## config.mk

```make
export PLATFORM = sky130hd
export DESIGN_NAME = formula_car_rom
export DESIGN_NICKNAME = d
export VERILOG_FILES = /design/src/rtl/car_sprite_pkg.sv /design/src/rtl/car_region_decode.sv /design/src/rtl/formula_car_rom.sv
export SDC_FILE = /design/constraint.sdc
export NUM_CORES = 1
export LEC_CHECK = 0
export ABC_AREA = 0
export CAP_MARGIN = 20
export CORE_UTILIZATION = 37
export CTS_BUF_LIST = sky130_fd_sc_hd__clkbuf_2 sky130_fd_sc_hd__clkbuf_4 sky130_fd_sc_hd__clkbuf_8
export CTS_CLUSTER_DIAMETER = 80
export CTS_CLUSTER_SIZE = 24
export DETAILED_ROUTE_END_ITERATION = 8
export PLACE_DENSITY = 0.9
export SYNTH_ARGS = -nofsm -noshare
export SYNTH_HDL_FRONTEND = slang
export SYNTH_SLANG_ARGS = --single-unit
```

## constraint.sdc

```tcl
create_clock -name clk -period 0.8 [get_ports clk]
set_input_delay 0.12 -clock clk [delete_from_list [all_inputs] [get_ports clk]]
set_output_delay 0.12 -clock clk [all_outputs]
set_load 0.05 [all_outputs]
```

## src/rtl/car_sprite_pkg.sv

```systemverilog
// Shared sprite geometry and palette for the player's formula car.
// The renderer and collision logic reuse the dimensions and region bounds from here.
package car_sprite_pkg;

    localparam logic [9:0]  SPR_W     = 10'd30;
    localparam logic [9:0]  SPR_H     = 10'd30;

    localparam logic [11:0] KEY_COLOR = 12'h0F0;
    localparam logic [11:0] BODY      = 12'hF00;
    localparam logic [11:0] WING      = 12'h222;
    localparam logic [11:0] TIRE      = 12'h111;
    localparam logic [11:0] HELMET    = 12'hFF0;

    // Region bounds, inclusive; row 0 is the nose, car facing up.
    localparam logic [9:0] HELMET_ROW_LO = 10'd13;
    localparam logic [9:0] HELMET_ROW_HI = 10'd16;
    localparam logic [9:0] HELMET_COL_LO = 10'd13;
    localparam logic [9:0] HELMET_COL_HI = 10'd16;

    localparam logic [9:0] FWING_ROW_LO  = 10'd1;
    localparam logic [9:0] FWING_ROW_HI  = 10'd3;
    localparam logic [9:0] FWING_COL_LO  = 10'd3;
    localparam logic [9:0] FWING_COL_HI  = 10'd26;

    localparam logic [9:0] RWING_ROW_LO  = 10'd27;
    localparam logic [9:0] RWING_ROW_HI  = 10'd29;
    localparam logic [9:0] RWING_COL_LO  = 10'd4;
    localparam logic [9:0] RWING_COL_HI  = 10'd25;

    localparam logic [9:0] FTIRE_ROW_LO  = 10'd5;
    localparam logic [9:0] FTIRE_ROW_HI  = 10'd11;
    localparam logic [9:0] FTIRE_LCOL_LO = 10'd1;
    localparam logic [9:0] FTIRE_LCOL_HI = 10'd5;
    localparam logic [9:0] FTIRE_RCOL_LO = 10'd24;
    localparam logic [9:0] FTIRE_RCOL_HI = 10'd28;

    localparam logic [9:0] RTIRE_ROW_LO  = 10'd18;
    localparam logic [9:0] RTIRE_ROW_HI  = 10'd26;
    localparam logic [9:0] RTIRE_LCOL_LO = 10'd0;
    localparam logic [9:0] RTIRE_LCOL_HI = 10'd5;
    localparam logic [9:0] RTIRE_RCOL_LO = 10'd24;
    localparam logic [9:0] RTIRE_RCOL_HI = 10'd29;

    localparam logic [9:0] NOSE_ROW_LO   = 10'd0;
    localparam logic [9:0] NOSE_ROW_HI   = 10'd12;
    localparam logic [9:0] NOSE_COL_LO   = 10'd12;
    localparam logic [9:0] NOSE_COL_HI   = 10'd17;

    localparam logic [9:0] CHAS_ROW_LO   = 10'd13;
    localparam logic [9:0] CHAS_ROW_HI   = 10'd25;
    localparam logic [9:0] CHAS_COL_LO   = 10'd9;
    localparam logic [9:0] CHAS_COL_HI   = 10'd20;

    function automatic logic in_box(input logic [9:0] r, input logic [9:0] c,
                                    input logic [9:0] r_lo, input logic [9:0] r_hi,
                                    input logic [9:0] c_lo, input logic [9:0] c_hi);
        return (r >= r_lo) && (r <= r_hi) && (c >= c_lo) && (c <= c_hi);
    endfunction

endpackage

```

## src/rtl/car_region_decode.sv

```systemverilog
// Combinational region lookup: maps an in-sprite (row,col) to its palette colour.
module car_region_decode
    import car_sprite_pkg::*;
(
    input  logic [9:0]  row,
    input  logic [9:0]  col,
    output logic [11:0] color
);

    logic hit_helmet_s;
    logic hit_wing_s;
    logic hit_tire_s;
    logic hit_body_s;

    assign hit_helmet_s = in_box(row, col, HELMET_ROW_LO, HELMET_ROW_HI, HELMET_COL_LO, HELMET_COL_HI);

    assign hit_wing_s   = in_box(row, col, FWING_ROW_LO, FWING_ROW_HI, FWING_COL_LO, FWING_COL_HI)
                        | in_box(row, col, RWING_ROW_LO, RWING_ROW_HI, RWING_COL_LO, RWING_COL_HI);

    assign hit_tire_s   = in_box(row, col, FTIRE_ROW_LO, FTIRE_ROW_HI, FTIRE_LCOL_LO, FTIRE_LCOL_HI)
                        | in_box(row, col, FTIRE_ROW_LO, FTIRE_ROW_HI, FTIRE_RCOL_LO, FTIRE_RCOL_HI)
                        | in_box(row, col, RTIRE_ROW_LO, RTIRE_ROW_HI, RTIRE_LCOL_LO, RTIRE_LCOL_HI)
                        | in_box(row, col, RTIRE_ROW_LO, RTIRE_ROW_HI, RTIRE_RCOL_LO, RTIRE_RCOL_HI);

    assign hit_body_s   = in_box(row, col, NOSE_ROW_LO, NOSE_ROW_HI, NOSE_COL_LO, NOSE_COL_HI)
                        | in_box(row, col, CHAS_ROW_LO, CHAS_ROW_HI, CHAS_COL_LO, CHAS_COL_HI);

    // Priority encode overlapping regions: helmet over wing over tyre over body.
    always_comb begin
        color = KEY_COLOR;
        if (hit_helmet_s) begin
            color = HELMET;
        end else if (hit_wing_s) begin
            color = WING;
        end else if (hit_tire_s) begin
            color = TIRE;
        end else if (hit_body_s) begin
            color = BODY;
        end else begin
            color = KEY_COLOR;
        end
    end

endmodule

```

## src/rtl/formula_car_rom.sv

```systemverilog
// Formula car sprite ROM: range check on full 10-bit coordinates, region decode,
// and a one-cycle registered colour output that is forced to the key colour in reset.
module formula_car_rom
    import car_sprite_pkg::*;
(
    input  logic        clk,
    input  logic        rst,
    input  logic [9:0]  row,
    input  logic [9:0]  col,
    output logic [11:0] color_data
);

    logic        in_range_s;
    logic [11:0] region_color_s;
    logic [11:0] next_color_s;

    assign in_range_s = (row < SPR_H) && (col < SPR_W);

    car_region_decode u_decode (
        .row   (row),
        .col   (col),
        .color (region_color_s)
    );

    // Anything outside the 30x30 box, including wrapped negatives, is transparent.
    always_comb begin
        next_color_s = KEY_COLOR;
        if (in_range_s) begin
            next_color_s = region_color_s;
        end else begin
            next_color_s = KEY_COLOR;
        end
    end

    // Output register; reset drives the key colour without waiting for a clock.
    always_ff @(posedge clk or posedge rst) begin
        if (rst) begin
            color_data <= KEY_COLOR;
        end else begin
            color_data <= next_color_s;
        end
    end

endmodule

```

Word level (Yosys, flattened, before mapping)
Cells that the tools add are included.
Widths: inputs -> output; s select.

storage, ports and cells
  register bits after elaboration = 12
  input port bits = 22
  output and inout port bits = 12
  word-level logic and storage cells = 68

cells by class
  magnitude comparators = 31
  multiplexer cells = 5
  bitwise gates (word level) = 5
  reductions and logical operators = 26

operators with widths
  cell                 count
  $le 10x5->1 const B  11
  $mux 12              5
  $ge 10x1->1 const B  4
  $ge 10x4->1 const B  4
  $ge 10x5->1 const B  3
  $logic_and 1x1->1    26
  $ge 10x3->1 const B  2
  $le 10x4->1 const B  2
  $lt 10x5->1 const B  2
  $ge 10x2->1 const B  1
  $le 10x2->1 const B  1
  $le 10x3->1 const B  1
  $or 1x1->1           5

Longest topological paths before layout
Gate-level depths: netlist of run 1.

  word-level depth = 11
  depth in mapped cells = 6
  mapped depth without buffers = 5

Modules after synthesis
Synthesis of run 1 repeated with hierarchy kept, for this count alone.

second synthesis, totals
  cells, all modules = 111
  area total of the unflattened synthesis = 963.4 sq um

modules (own cells, without submodules)
  module             times used  cells an instance  area an instance (sq um)  sequential area each (sq um)
  car_region_decode  1           78                 506.7                     0.0
  formula_car_rom    1           33                 456.7                     305.3

Least setup slack after synthesis of run 1
OpenSTA, ideal clock, no wires.

  kind = input to register
  start point = in col[3]
  end point = reg color_data[5]
  setup time = 88 ps
  data arrival time = 1,416 ps
  data required time = 712 ps
  slack = -704 ps
  stages on the path = 6
  buffers on the path = 1
  path through = buf_6 or4b_1 nand4b_1 o2111a_2 a41oi_1 or3b_1

between the ends
  cells in the longest elaborated chain, start to end = 10
  elaborated cells between the ends (all ways) = 46
  classes of those cells = order compare: 17; mux: 5; bitwise: 5; reduce/logical: 19

ends and longest elaborated chain
  element                                     line                     RTL
  start, declared                             formula_car_rom.sv:9     input logic [9:0] col,
  $ge 10x1->1 or $ge 10x5->1 (tied branches)  car_sprite_pkg.sv:57     return (r >= r_lo) && (r <= r_hi) && (c >= c_lo) && (c <= c_hi);
  $logic_and 1x1->1 (2 in a row)              car_sprite_pkg.sv:57
  $or 1x1->1                                  car_region_decode.sv:21  | in_box(row, col, FTIRE_ROW_LO, FTIRE_ROW_HI, FTIRE_RCOL_LO, FTIRE_RCOL_HI)
  $or 1x1->1                                  car_region_decode.sv:22  | in_box(row, col, RTIRE_ROW_LO, RTIRE_ROW_HI, RTIRE_LCOL_LO, RTIRE_LCOL_HI)
  $or 1x1->1                                  car_region_decode.sv:23  | in_box(row, col, RTIRE_ROW_LO, RTIRE_ROW_HI, RTIRE_RCOL_LO, RTIRE_RCOL_HI);
  $mux 12                                     car_region_decode.sv:35  end else if (hit_tire_s) begin
  $mux 12                                     car_region_decode.sv:33  end else if (hit_wing_s) begin
  $mux 12                                     car_region_decode.sv:31  if (hit_helmet_s) begin
  $mux 12 (*)                                 formula_car_rom.sv:28    if (in_range_s) begin
  via next_color_s[5]                         formula_car_rom.sv:15    logic [11:0] next_color_s;
  end signal, assigned                        formula_car_rom.sv:40    color_data <= next_color_s;
  end, declared                               formula_car_rom.sv:10    output logic [11:0] color_data

The timed path passes the listed nets; every way through them passes the cells marked *.

Worst setup path in the final report of run 1
  start point = in col[1]
  end point = reg color_data[5]

Same word-level chain as after synthesis.

==> impl_summary.md, run 1 <==
Status
The run finished, with violations left. The final reports fail on negative setup slack.

Worst hold path
The kind of path behind the tightest hold check is input pin to asynchronous set/reset pin.

Finish
The largest registers in the layout are color_data x8. The total number of nets in the final design is 155. The number of fill cells is between 80 and 90.

The register with the most flip-flops in the layout has 8 of them. Of the cells placed in the final design, the portion with a size suffix greater than 1 is 60.6%. The relative area change from synthesis to final layout is 106%.

Counting flops per register, the top entry is color_data. 0 antenna diodes ended up in the layout.

Power
The share of total power in sequential cells is 33.7%. The combinational cell fraction of total power is 35.3%. The power density of the placed cells is 868 nW/µm². For this design the static power due to leakage is 0.588 nW. Summing internal, switching and leakage power gives 1.20 mW. The internal power component is 0.833 mW. Summed over all nets, the switching power comes to 0.372 mW.

The worst IR drop on VDD is around 450 µV. In this run, the clock network consumes 31.0% of the power. The switching part of the total is 30.9%.

Synth
The count of flip-flops with a built-in enable after synthesis is 0. After synthesis the cells add up to between 600 and 700 µm². Summing the sequential cell areas from Yosys gives 30.3% of the chip area.

The mean instance size in the synthesized netlist is 8.01 µm². The count of cell types in the netlist is 38. The count of state elements after synthesis is 8. After technology mapping, the gate count stands at 84. In the synthesized netlist the dominant register cell turns out to be sky130_fd_sc_hd__dfrtp_1. For this run, the number of Yosys warnings is 0. Of all flip-flops after synthesis, the portion carrying an async set or reset was 100%.

Routing
Wires add up to 2.31 mm. In the final routed layout, each cell accounts on average for 14.7 µm. Detailed routing inserted a total of about 890 vias. For this run, design rule violations remaining after detail routing come to 0. After detailed routing, the number of vias per cell comes to 5.65. For this run, the detailed router's first-pass iteration total came to 4. The number of nets with antenna violations after detailed routing is 0. For this block, the initial DRC count from the detailed router was 14.

Clock tree
CTS built an H-tree with a depth of 1. The CTS tree is built. The post-CTS clock slew at the launch and capture registers of the worst setup and hold paths is 0.06 ns. For this design, the sink count on the clock tree is 8. The tree is rooted in a sky130_fd_sc_hd__clkbuf_4. Hold repair after CTS inserted 0 buffers.

The number of buffers created by CTS is 3. Counting along the longest clock path gives a buffer depth of 2.

STA
Across all setup checks in the final design, the least slack found is -0.520 ns. In the final timing run, aggregate negative setup slack is -4.97 ns. Based on the critical path, the design can be clocked at up to 758 MHz. Setup repair after global routing could not meet its margin everywhere. The number of pins with negative max-slew slack in the final report is 0. The hold violation count in the final report was 0. After layout, the worst path uses 165% of the clock period.

The final count of negative-setup-slack endpoints is 18. The clock period minus worst slack is between 1 and 1.5 ns.

Global routing
Entering global routing, the biggest net connects 13 pins. The first global-routing pass estimated approximately 3.6 mm of wire. The number of global-route vias before repair is 880. The number of antenna violations at the first check in global routing is 0. The global-route usage over all layers is 25.2%. The leftover overflow at the end of global routing is 0.

Die
The core region area is 1710 µm². The height of the chip is between 40 and 50 µm. 34 I/O pins were placed. The effective utilization at floorplan is 39.4%. The width of the chip is between 40 and 50 µm. The die covers 1990 µm². The number of standard-cell rows in the floorplan is 15.

Worst setup path
The highest fanout seen on the critical path is 2. STA classifies the critical path endpoint as a flop. The worst setup path is launched from an input pin. The worst setup path is of the input pin to flop kind.

The arrival time reported for the critical path endpoint is approximately 1.5 ns. The worst path required time is 0.99 ns.

Place
The congestion estimate from routability-driven global placement came to 0.936. The detailed placer's ending HPWL is 1.58 mm. The number of input and output port buffers inserted is 31.

Flow run
Max-cap violations in this run came to 0.
==> final cells by class <==
| cell class | count | area [µm²] | area share [%] |
|---|---|---|---|
| repair buffers | 53 | 563 | 40.6 |
| multi-input cells | 65 | 551 | 39.7 |
| flip-flops and latches | 8 | 205 | 14.8 |
| well taps | 25 | 31.3 | 2.25 |
| clock buffers | 4 | 30.0 | 2.16 |
| inverters | 2 | 7.51 | 0.541 |
==> power groups by stage <==
stage,clock network (mW),registers (mW),logic (mW)
floorplan,0,0.413,0.167
global placement,0,0.412,0.339
detailed placement,0,0.412,0.352
CTS,0.375,0.406,0.380
global route,0.410,0.405,0.455
finish,0.374,0.406,0.425
==> cell families (layout without fill, tap and decap cells) <==
logic type / Yosys count / in the layout / share of synthesized area (%)
AO/OA/AOI/OAI: 22 / 22 / 23.4
XOR/XNOR: 1 / 1 / 1.30
buffers and inverters: 12 / 59 / 10.6
flip-flops: 8 / 8 / 30.3
other: 1 / 2 / 0.557
AND/OR/NAND/NOR: 40 / 40 / 33.8
==> cell usage in the layout, fill, tap and decap left out, types with 3 or more instances in the layout <==
cell type / netlist / layout
sky130_fd_sc_hd__nand3_1: 3 / 3
sky130_fd_sc_hd__dfstp_2: 3 / 3
sky130_fd_sc_hd__dfrtp_1: 5 / 4
sky130_fd_sc_hd__nor2_1: 8 / 6
sky130_fd_sc_hd__clkdlybuf4s15_2: 0 / 3
sky130_fd_sc_hd__buf_6: 1 / 8
sky130_fd_sc_hd__nand2_1: 5 / 4
sky130_fd_sc_hd__nand4_1: 5 / 5
sky130_fd_sc_hd__clkbuf_4: 0 / 4
sky130_fd_sc_hd__buf_12: 0 / 10
sky130_fd_sc_hd__dlygate4sd2_1: 0 / 3
sky130_fd_sc_hd__buf_4: 4 / 19
sky130_fd_sc_hd__buf_2: 3 / 5
sky130_fd_sc_hd__and2_1: 3 / 3
sky130_fd_sc_hd__o211ai_1: 4 / 4
==> per-stage QoR <==
step / std cells / utilization [%] / cell area [µm²] / hold WS (ns) / setup WS (ns)
after floorplan: 85 / - / 718 / -0.0666 / -0.691
after global placement: 151 / 71.9 / 1230 / 0.367 / -1.13
after detailed placement: 151 / 71.9 / 1230 / 0.373 / -1.21
after CTS: 157 / 79.0 / 1350 / 0.100 / -0.496
after global routing: 157 / 81.2 / 1390 / 0.101 / -0.543
final: 157 / 81.2 / 1390 / 0.0846 / -0.520
==> cells in the mapped netlist, types with 2 or more instances <==
cell                       count  area, µm²
sky130_fd_sc_hd__buf_2         3       15.0
sky130_fd_sc_hd__a31oi_1       2       12.5
sky130_fd_sc_hd__a21oi_1       3       15.0
sky130_fd_sc_hd__dfstp_2       3       78.8
sky130_fd_sc_hd__o21ai_0       4       20.0
sky130_fd_sc_hd__nand2_1       5       18.8
sky130_fd_sc_hd__o211ai_1      4       30.0
sky130_fd_sc_hd__nor2_1        8       30.0
sky130_fd_sc_hd__clkbuf_1      2       7.51
sky130_fd_sc_hd__nor2b_1       2       12.5
sky130_fd_sc_hd__dfrtp_1       5        125
sky130_fd_sc_hd__nand4_1       5       31.3
sky130_fd_sc_hd__and3_1        2       12.5
sky130_fd_sc_hd__buf_4         4       30.0
sky130_fd_sc_hd__a41oi_1       2       17.5
sky130_fd_sc_hd__and3b_1       2       17.5
sky130_fd_sc_hd__inv_1         2       7.51
sky130_fd_sc_hd__and2_1        3       18.8
sky130_fd_sc_hd__nand3_1       3       15.0
sky130_fd_sc_hd__nor4_1        2       12.5
==> timing repair <==
action,CTS,global route
pin swaps,23,7
setup buffers,5,0
endpoints found under the setup margin,18,18
resized for setup,86,12
==> per-layer routing <==
metal / GRT usage [%] / share of wire (%)
met5: 0 / 0
met4: 14.5 / 3.8
met1: 24.9 / 35
met3: 5.31 / 5.2
met2: 47.6 / 56
==> worst max path at each step <==
stage           start                       to  slack, ns  cells past startpoint
2_1_floorplan  col[3]  color_data[5]$_DFF_PP1_      -0.69                      6
3_3_place_gp   col[3]  color_data[5]$_DFF_PP1_      -1.13                      6
3_5_place_dp   col[5]  color_data[5]$_DFF_PP1_      -1.21                      6
4_1_cts        col[1]  color_data[5]$_DFF_PP1_      -0.50                      6
5_1_grt        col[1]  color_data[5]$_DFF_PP1_      -0.54                      6
6_report       col[1]  color_data[5]$_DFF_PP1_      -0.52                      6
==> critical path: stages <==
cell,delay (ns)
sky130_fd_sc_hd__buf_6,0.09
sky130_fd_sc_hd__or4b_4,0.52
sky130_fd_sc_hd__nand4b_1,0.11
sky130_fd_sc_hd__o2111a_2,0.23
sky130_fd_sc_hd__a41oi_2,0.05
sky130_fd_sc_hd__or3b_1,0.38
No activity file was read; power rests on OpenSTA's default activity.
==> run 2: changes to the inputs <==
Settings changed: CTS_CLUSTER_DIAMETER 80 to unset.
==> results of run 2 <==
Final layout, timing and power as in run 1 (identical DEF).
